File: config.mk
export PLATFORM = sky130hd
export DESIGN_NAME = otp_digit_gen
export DESIGN_NICKNAME = d
export VERILOG_FILES = /design/src/rtl/otp_pkg.sv /design/src/rtl/lfsr16.sv /design/src/rtl/otp_digit_gen.sv
export SDC_FILE = /design/constraint.sdc
export NUM_CORES = 1
export LEC_CHECK = 0
export ABC_CLOCK_PERIOD_IN_PS = 1400
export CAP_MARGIN = 20
export CORE_UTILIZATION = 32
export DETAILED_ROUTE_END_ITERATION = 10
export PLACE_DENSITY = 0.64
export REMOVE_ABC_BUFFERS = 1
export SLEW_MARGIN = 20
export SYNTH_ARGS = -nofsm -noshare
export SYNTH_HDL_FRONTEND = slang
export SYNTH_SLANG_ARGS = --single-unit
export TNS_END_PERCENT = 50
File: constraint.sdc
create_clock -name clk -period 1.4 [get_ports clk]
set_input_delay 0.14 -clock clk [delete_from_list [all_inputs] [get_ports clk]]
set_output_delay 0.14 -clock clk [all_outputs]
set_load 0.01 [all_outputs]
File: src/rtl/otp_pkg.sv
// Shared definitions for the OTP digit generator: FSM encoding, LFSR
// defaults, digit geometry and the candidate-folding helper.
package otp_pkg;

  typedef enum logic [1:0] {
    IDLE = 2'b00,
    GEN  = 2'b01,
    DONE = 2'b10
  } state_e;

  localparam logic [15:0] SEED_DEFAULT = 16'hACE1;
  // x^16 + x^14 + x^13 + x^11 + 1, right-shifting Galois form
  localparam logic [15:0] TAPS_DEFAULT = 16'hB400;

  localparam int NUM_DIGITS = 4;
  localparam int DIGIT_W    = 4;
  localparam int K_W        = $clog2(NUM_DIGITS);

  // Map a raw nibble onto a decimal digit: 10..15 fold down to 0..5.
  function automatic logic [3:0] fold_digit(input logic [3:0] cand);
    return (cand > 4'd9) ? cand - 4'd10 : cand;
  endfunction

endpackage

File: src/rtl/lfsr16.sv
// 16-bit right-shifting Galois LFSR with synchronous seed load.
// A zero seed would lock the register at zero, so it is replaced by SEED.
module lfsr16
  import otp_pkg::*;
#(
  parameter logic [15:0] SEED = SEED_DEFAULT,
  parameter logic [15:0] TAPS = TAPS_DEFAULT
) (
  input  logic        clk,
  input  logic        rst_n,
  input  logic        seed_load_i,
  input  logic [15:0] seed_val_i,
  output logic [3:0]  nibble_o
);

  logic [15:0] value_q;
  logic [15:0] value_d;

  // Next value: advance by one step unless a seed load takes priority.
  always_comb begin
    // NOTE: assign a default before any condition so every path drives
    // value_d; a missing branch would otherwise infer a latch.
    value_d = (value_q >> 1) ^ (value_q[0] ? TAPS : 16'h0000);
    if (seed_load_i) begin
      value_d = (seed_val_i == 16'h0000) ? SEED : seed_val_i;
    end
  end

  // LFSR state register; comes out of reset holding SEED.
  always_ff @(posedge clk or negedge rst_n) begin
    // NOTE: sequential state uses non-blocking assignments so every
    // register samples pre-edge values regardless of block ordering.
    if (!rst_n) begin
      value_q <= SEED;
    end else begin
      value_q <= value_d;
    end
  end

  assign nibble_o = value_q[3:0];

endmodule

File: src/rtl/otp_digit_gen.sv
// Four-digit BCD one-time-password generator. A request in IDLE starts
// GEN, which takes the LFSR low nibble each cycle as a digit candidate;
// after four accepted digits DONE pulses lfsr_latch for one cycle.
// Build option: define OTP_REJECT_SAMPLING_EN to reject candidates above 9
// (uniform digits, variable latency); otherwise 10..15 fold to 0..5 and
// latency is fixed.
module otp_digit_gen
  import otp_pkg::*;
#(
  parameter logic [15:0] SEED = SEED_DEFAULT,
  parameter logic [15:0] TAPS = TAPS_DEFAULT
) (
  input  logic        clk,
  input  logic        reset,
  input  logic        gen_req,
  input  logic        seed_load,
  input  logic [15:0] seed_val,
  output logic [15:0] lfsr_digit,
  output logic        lfsr_latch,
  output logic        busy
);

  state_e                          state_q, state_d;
  logic [K_W-1:0]                  k_q, k_d;
  logic [NUM_DIGITS*DIGIT_W-1:0]   slots_q, slots_d;
  logic [NUM_DIGITS*DIGIT_W-1:0]   digit_q, digit_d;

  logic [3:0] cand_nib;
  logic [3:0] cand_digit;
  logic       cand_ok;
  logic       last_slot;

  lfsr16 #(
    .SEED (SEED),
    .TAPS (TAPS)
  ) u_lfsr (
    .clk         (clk),
    .rst_n       (reset),
    .seed_load_i (seed_load),
    .seed_val_i  (seed_val),
    .nibble_o    (cand_nib)
  );

`ifdef OTP_REJECT_SAMPLING_EN
  assign cand_ok    = (cand_nib <= 4'd9);
  assign cand_digit = cand_nib;
`else
  assign cand_ok    = 1'b1;
  assign cand_digit = fold_digit(cand_nib);
`endif

  assign last_slot = (k_q == K_W'(NUM_DIGITS - 1));

  // State register plus digit-assembly registers.
  always_ff @(posedge clk or negedge reset) begin
    if (!reset) begin
      state_q <= IDLE;
      k_q     <= '0;
      slots_q <= '0;
      digit_q <= '0;
    end else begin
      state_q <= state_d;
      k_q     <= k_d;
      slots_q <= slots_d;
      digit_q <= digit_d;
    end
  end

  // Next-state logic; a seed load in GEN restarts assembly, never finishes it.
  always_comb begin
    state_d = state_q;
    case (state_q)
      IDLE:    if (gen_req) state_d = GEN;
      GEN:     if (!seed_load && cand_ok && last_slot) state_d = DONE;
      DONE:    state_d = IDLE;
      default: state_d = IDLE;
    endcase
  end

  // Digit assembly: fill slot k (digit 0 in the top nibble) and publish
  // the full word on the edge that enters DONE.
  always_comb begin
    k_d     = k_q;
    slots_d = slots_q;
    digit_d = digit_q;
    case (state_q)
      IDLE: begin
        if (gen_req) begin
          k_d     = '0;
          slots_d = '0;
        end
      end
      GEN: begin
        if (seed_load) begin
          k_d     = '0;
          slots_d = '0;
        end else if (cand_ok) begin
          for (int i = 0; i < NUM_DIGITS; i++) begin
            if (k_q == K_W'(i)) begin
              slots_d[(NUM_DIGITS-1-i)*DIGIT_W +: DIGIT_W] = cand_digit;
            end
          end
          k_d = k_q + K_W'(1);
          if (last_slot) begin
            digit_d = slots_d;
          end
        end
      end
      default: ;
    endcase
  end

  // Outputs decoded from the current state and the published word.
  always_comb begin
    lfsr_latch = (state_q == DONE);
    busy       = (state_q == GEN);
    lfsr_digit = digit_q;
  end

endmodule

==> results of run 1 <==
final cells by class:
type / count / share of cell area
multi-input combinational: 112 / 0.304
timing repair buffer: 71 / 0.223
clock buffer: 5 / 0.0226
clock inverter: 3 / 0.0140
inverter: 5 / 0.00617
tap: 77 / 0.0317
sequential: 48 / 0.399
flip-flops by register name, summed over array words and instances (netlist names):
signal          cells
u_lfsr.value_q     16
k_q                 2
lfsr_digit         16
state_q             2
slots_q            12
worst max-delay path: stages, from the launching register on:
cell and delay (ps):
dfrtp_1 420, ha_2 200, and4bb_2 280, buf_12 160, mux2_4 300
worst max-delay path by stage:
stage | startpoint | slack (ps) | end | depth (start not counted)
2_1_floorplan | k_q[0] | -310 | lfsr_digit[0] | 3
3_3_place_gp | seed_val[12] | -200 | u_lfsr.value_q[10] | 4
3_5_place_dp | seed_val[12] | -200 | u_lfsr.value_q[10] | 4
4_1_cts | state_q[1] | -80 | slots_q[11] | 4
5_1_grt | k_q[0] | -110 | lfsr_digit[2] | 4
6_report | k_q[1] | -60 | lfsr_digit[0] | 4
per-layer routing:
layer / track usage / vias to the layer above
li1: - / 778
met1: 0.188 / 792
met2: 0.232 / 39
met3: 0.0307 / 7
met4: 0.0517 / 0
met5: 0 / -
power by group through the flow:
stage / clock, mW / sequential [mW] / combinational (mW)
after global placement: 0 / 2.07 / 2.19
final: 1.02 / 2.06 / 2.41
after CTS: 1.03 / 2.05 / 2.37
after detailed placement: 0 / 2.08 / 2.22
after global routing: 1.08 / 2.11 / 2.61
after floorplan: 0 / 2.15 / 1.02
what timing repair did:
| action | CTS | global route |
|---|---|---|
| hold buffers | 1 | 0 |
| gates resized for setup | 20 | 12 |
| endpoints found under the setup margin | 30 | 28 |
| buffers inserted | 5 | 0 |
| pin swaps | 7 | 5 |
| endpoints found under the hold margin | 9 | 0 |
placed cells by master (no fill, tap or decap), drive strengths merged, types with 6 or more instances in the layout:
cell | Yosys | routed
buf | 6 | 35
dfstp | 8 | 8
nor2 | 13 | 13
a21oi | 9 | 9
o21ai | 6 | 6
dfrtp | 40 | 40
a32o | 12 | 12
a31oi | 11 | 11
clkdlybuf4s50 | 0 | 34
mux2 | 12 | 12
nor2b | 8 | 8
through the flow:
step | worst slack (ps) | std cells | hold WS, ps
floorplan | -306 | 165 | -156
global route | -113 | 321 | 333
CTS | -84.9 | 321 | 313
global placement | -201 | 307 | 102
detailed placement | -202 | 307 | 114
finish | -60.3 | 321 | 304
cell families (layout without fill, tap and decap cells):
family / count (synthesis) / in the layout / synth area share
AOI/OAI and AO/OA: 52 / 52 / 0.190
DFF: 48 / 48 / 0.563
and+or+nand+nor: 37 / 37 / 0.0924
buffers and inverters: 16 / 84 / 0.0366
muxes: 15 / 15 / 0.0767
adders and majority gates: 5 / 5 / 0.0291
xor gates and xnor gates: 3 / 3 / 0.0122
==> flow_metrics.py, run 1 <==
metrics = {
    "critical_path": {
        "cp_data_required_time_ps": 1600,
        "critical_path_source_type": "register",
        "timing.critical_path.arrival_ps": 1660,
        "setup.worst_path.class": "register to register",
        "reg2reg_depth": 4,
        "crit_path_max_fanout": 10,
        "regToRegStartpoint": "k_q[1]",
        "worstReg2RegEnd": "lfsr_digit[0]",
        "worst_setup_path_end_kind": "register",
        "timing.reg2reg.setup_slack_ps": -60,
    },
    "power": {
        "power_leakage_nw": 1.32,
        "irDropWorstVdd_v": 0.000609,
        "seq_power_share": 0.375,
        "power_frac_clock": 0.186,
        "net-switching-power_mw": 1.80,
        "power.share.switching": 0.328,
        "p_comb_frac": 0.439,
        "totalPowerFinal_mw": 5.49,
        "pwr_cell_area_mw_per_mm2": 1800,
        "internal_power_mw": 3.69,
    },
    "detailed_routing": {
        "ant_nets": 0,
        "wl_met1_mm": 2.14,
        "drc": 1,
        "met3WireLength_um": 186,
        "post_drt_wl_per_cell_um": 14.3,
        "vias_per_cell": 5.03,
        "detailedRoute.firstIterationViolations": 78,
        "maxUsedRoutingLayer": "met4",
        "detailroute.via_count": 1616,
        "wl_met2_mm": 2.22,
        "first_pass_iters": 7,
        "wl_mm": 4.60,
    },
    "timing": {
        "worst_slew_margin_relative_to_its_limit": 0.696,
        "clock.fmax_ghz": 0.685,
        "finClkSkew_ps": 7.43,
        "hold_violations": 0,
        "unrepaired_setup_endpoints_after_global_routing": "yes",
        "min_period_over_period": 1.04,
        "timing.final.setup_violations": 20,
        "worst_slack_ps": -60.3,
        "slew_violations": 0,
        "setup_total_negative_slack_ps": -462,
        "min_tclk_post_route_ps": 1460,
        "worst_slew_pin_slew_ps": 456,
    },
    "clocking": {
        "clock_insertion_delay_worst_skew_ps": 310,
        "tritoncts_buffer_count": 5,
        "clock_path_buffers": 2,
        "ctsRootBufferMaster": "clkbuf_8",
        "tritoncts": "yes",
        "cts_max_level": 2,
        "numClockSinks": 48,
        "path_clk_slew_ps": 90,
    },
    "yosys": {
        "synth_top_area_cell": "dfrtp_1",
        "ys_dominant_reg_cell": "dfrtp_1",
        "sequential_area_share_after_synthesis": 0.563,
        "yosys-top-cells-count": "dfrtp_1, nor2_1, mux2_2",
        "synth_top_cells_by_area": "dfrtp_1, dfstp_2, mux2_2",
        "synth.yosys.warnings": 0,
        "yosys.cell_types.count": 34,
        "async_reset_ff_frac": 1.00,
        "synth_enable_flop_cells": 0,
        "mappedNetlistArea_mm2": 0.00215,
        "syn_inst": 176,
        "yosysTopAreaCellShare": 0.465,
        "synth_seq_cells": 48,
        "yosysMostFrequentCell": "dfrtp_1",
        "postSynthAreaPerCell_um2": 12.2,
    },
    "placed_design": {
        "globalplace.congestion": 0.723,
        "port-buffer-count": 37,
        "post-dp-hpwl_mm": 3.21,
        "placement.cell_area_mm2": 0.00280,
    },
    "grt": {
        "grt_pass1_wl_mm": 7.94,
        "antenna_violations_before_repair": 0,
        "global_route_overflow": 0,
        "grt_pass1_vias": 1598,
        "grt_max_degree": 32,
        "global_route.usage.total": 0.143,
    },
    "run_status": {
        "violations": "DRC, setup timing",
        "outcome": "finished, violations left",
    },
    "die": {
        "placement_rows": 29,
        "die-area_mm2": 0.00706,
        "dieHeight_um": 84.0,
        "ios": 38,
        "floorplan.core_area_mm2": 0.00642,
        "die_width_um": 84.0,
        "start_util": 0.335,
    },
    "cells_and_area": {
        "utilization": 0.474,
        "finish.instance_area_mm2": 0.00304,
        "syn_to_final_growth_pct": 41.3,
        "seqCellArea_mm2": 0.00121,
        "post_route_cells_drive_above_1_share": 0.352,
        "fin_nets": 268,
        "num_antenna_cells": 0,
        "multi_input_area_um2": 926,
        "filler_cell_count": 584,
    },
    "flow_run": {
        "drv.max_cap_violation_count": 0,
    },
    "min_path": {
        "hold_path.class": "input port to async pin",
    },
}
Note: power is estimated with default switching activity, not from simulation.
==> run 2, diff against run 1 <==
Settings changed: CAP_MARGIN 20 to 5, SETUP_SLACK_MARGIN from default to 0.15.
==> run 2 against run 1 <==
Net effect:
- critical endpoint unchanged
- the flow still finishes with violations (DRC, setup timing)
- via count rose by 2.3%
- maximum frequency shrank 1.4%
- combinational power rose by 2%
- die area unchanged
- core utilization rose by 1.2 points
- wire length increased by 5.6%
- design area increased by 2.6%
==> flow_metrics.py, run 2 (synthesis results as in run 1) <==
metrics = {
    "run_status": {
        "outcome": "finished, violations left",
        "violations": "DRC, setup timing",
    },
    "timing": {
        "min_tclk_post_route_ps": 1480,
        "timing.final.setup_violations": 21,
        "final.hold.worst_slack_ps": 305,
        "min_period_over_period": 1.06,
        "clock.fmax_ghz": 0.676,
        "worst_slew_pin_slew_ps": 457,
        "setup_total_negative_slack_ps": -764,
        "slew_violations": 0,
        "worst_slew_margin_relative_to_its_limit": 0.696,
        "finClkSkew_ps": 7.39,
        "worst_slack_ps": -80.3,
        "hold_violations": 0,
        "unrepaired_setup_endpoints_after_global_routing": "yes",
    },
    "critical_path": {
        "cp_data_required_time_ps": 1600,
        "timing.critical_path.arrival_ps": 1680,
        "crit_path_max_fanout": 5,
        "critical_path_source_type": "register",
        "worst_setup_path_end_kind": "register",
        "regToRegStartpoint": "k_q[1]",
        "timing.reg2reg.setup_slack_ps": -80,
        "worstReg2RegEnd": "lfsr_digit[0]",
        "setup.worst_path.class": "register to register",
        "reg2reg_depth": 4,
    },
    "grt": {
        "global_route.usage.met2": 0.222,
        "grt.met1_usage": 0.186,
        "globalRouteMet3Util": 0.0307,
        "grt_max_degree": 32,
        "antenna_violations_before_repair": 0,
        "grt_pass1_vias": 1543,
        "grt_pass1_wl_mm": 7.74,
        "global_route_overflow": 0,
        "global_route.usage.total": 0.139,
        "grt_busiest_layer": "met2",
    },
    "cells_and_area": {
        "fin_nets": 273,
        "num_antenna_cells": 0,
        "mostFrequentLayoutCells": "dfrtp_1, buf_4, clkdlybuf4s50_1",
        "post_route_cells_drive_above_1_share": 0.373,
        "finish.instance_area_mm2": 0.00312,
        "syn_to_final_growth_pct": 45.1,
        "utilization": 0.486,
        "layout_commonest_cell": "dfrtp_1",
        "stdcell_count": 326,
    },
    "power": {
        "power_leakage_nw": 1.41,
        "irDropWorstVdd_v": 0.000615,
        "pwr_cell_area_mw_per_mm2": 1780,
    },
    "min_path": {
        "hold_path.class": "input port to async pin",
    },
    "clocking": {
        "path_clk_slew_ps": 90,
        "clock_insertion_delay_worst_skew_ps": 300,
        "numClockSinks": 48,
        "tritoncts": "yes",
        "ctsRootBufferMaster": "clkbuf_8",
        "clock_path_buffers": 2,
        "tritoncts_buffer_count": 5,
        "cts_max_level": 2,
    },
    "detailed_routing": {
        "vias_per_cell": 5.07,
        "detailedRoute.firstIterationViolations": 70,
        "wl_mm": 4.85,
        "first_pass_iters": 9,
        "ant_nets": 0,
        "drc": 1,
        "detailroute.via_count": 1653,
        "post_drt_wl_per_cell_um": 14.9,
    },
    "die": {
        "dieHeight_um": 84.0,
        "ios": 38,
        "die_width_um": 84.0,
        "floorplan.core_area_mm2": 0.00642,
        "die-area_mm2": 0.00706,
        "placement_rows": 29,
        "start_util": 0.335,
    },
    "placed_design": {
        "post-place-cells": 307,
        "globalplace.congestion": 0.723,
        "placement.cell_area_mm2": 0.00280,
        "post-dp-hpwl_mm": 3.21,
        "port-buffer-count": 37,
    },
    "flow_run": {
        "drv.max_cap_violation_count": 0,
    },
}
-- run 2: cell types whose count changed in the layout (fill, tap and decap cells not counted), moves of 2 or more --
cell	before	now
ha_4	0	2
dlygate4sd2_1	1	16
ha_2	3	1
clkdlybuf4s50_1	34	18
and2_4	0	2
buf_4	26	30
nor2_1	7	10
nor2_2	6	2
-- run 2: how the worst max path moves through the flow --
stage	from	end	slack (ps)	cells after the start
floorplan	k_q[0]	lfsr_digit[0]	-310	3
detailed placement	seed_val[12]	u_lfsr.value_q[10]	-200	4
CTS	state_q[1]	lfsr_digit[5]	-70	4
global placement	seed_val[12]	u_lfsr.value_q[10]	-200	4
global route	k_q[1]	lfsr_digit[10]	-100	6
finish	k_q[1]	lfsr_digit[0]	-80	4
-- run 2: layout make-up --
type / instances / area [um^2]
inverter: 5 / 18.8
fill: 576 / 3300
multi-input combinational: 112 / 967
timing repair buffer: 76 / 714
sequential: 48 / 1210
clock buffer: 5 / 68.8
clock inverter: 3 / 42.5
tap: 77 / 96.3
-- run 2: timing repair --
action	4_1_cts	5_1_grt
pin swaps	2	5
hold buffers	1	0
resized for setup	34	27
setup endpoints to repair	54	31
cloned	0	1
endpoints found under the hold margin	9	0
setup buffers	4	5
-- run 2: per-stage QoR --
step	setup WS [ps]	power (mW)
after CTS	-72.0	5.24
after global routing	-96.1	5.86
after floorplan	-306	3.16
final	-80.3	5.55
after global placement	-201	4.27
after detailed placement	-202	4.29
-- run 2: power breakdown --
group	internal, mW	switching (mW)
clock network	0.529	0.487
logic	1.34	1.13
registers	1.81	0.245
total	3.68	1.86
-- run 2: layer usage --
| layer | up-vias | share of wire |
|---|---|---|
| li1 | 796 | - |
| met1 | 815 | 0.47 |
| met2 | 38 | 0.49 |
| met3 | 4 | 0.036 |
| met4 | 0 | 0.0043 |
| met5 | - | 0 |
-- run 2: critical path, cell delays in order, from the launching register on --
cell and delay [ps]:
dfrtp_1 430, ha_2 210, and4bb_4 300, buf_12 140, mux2_4 290
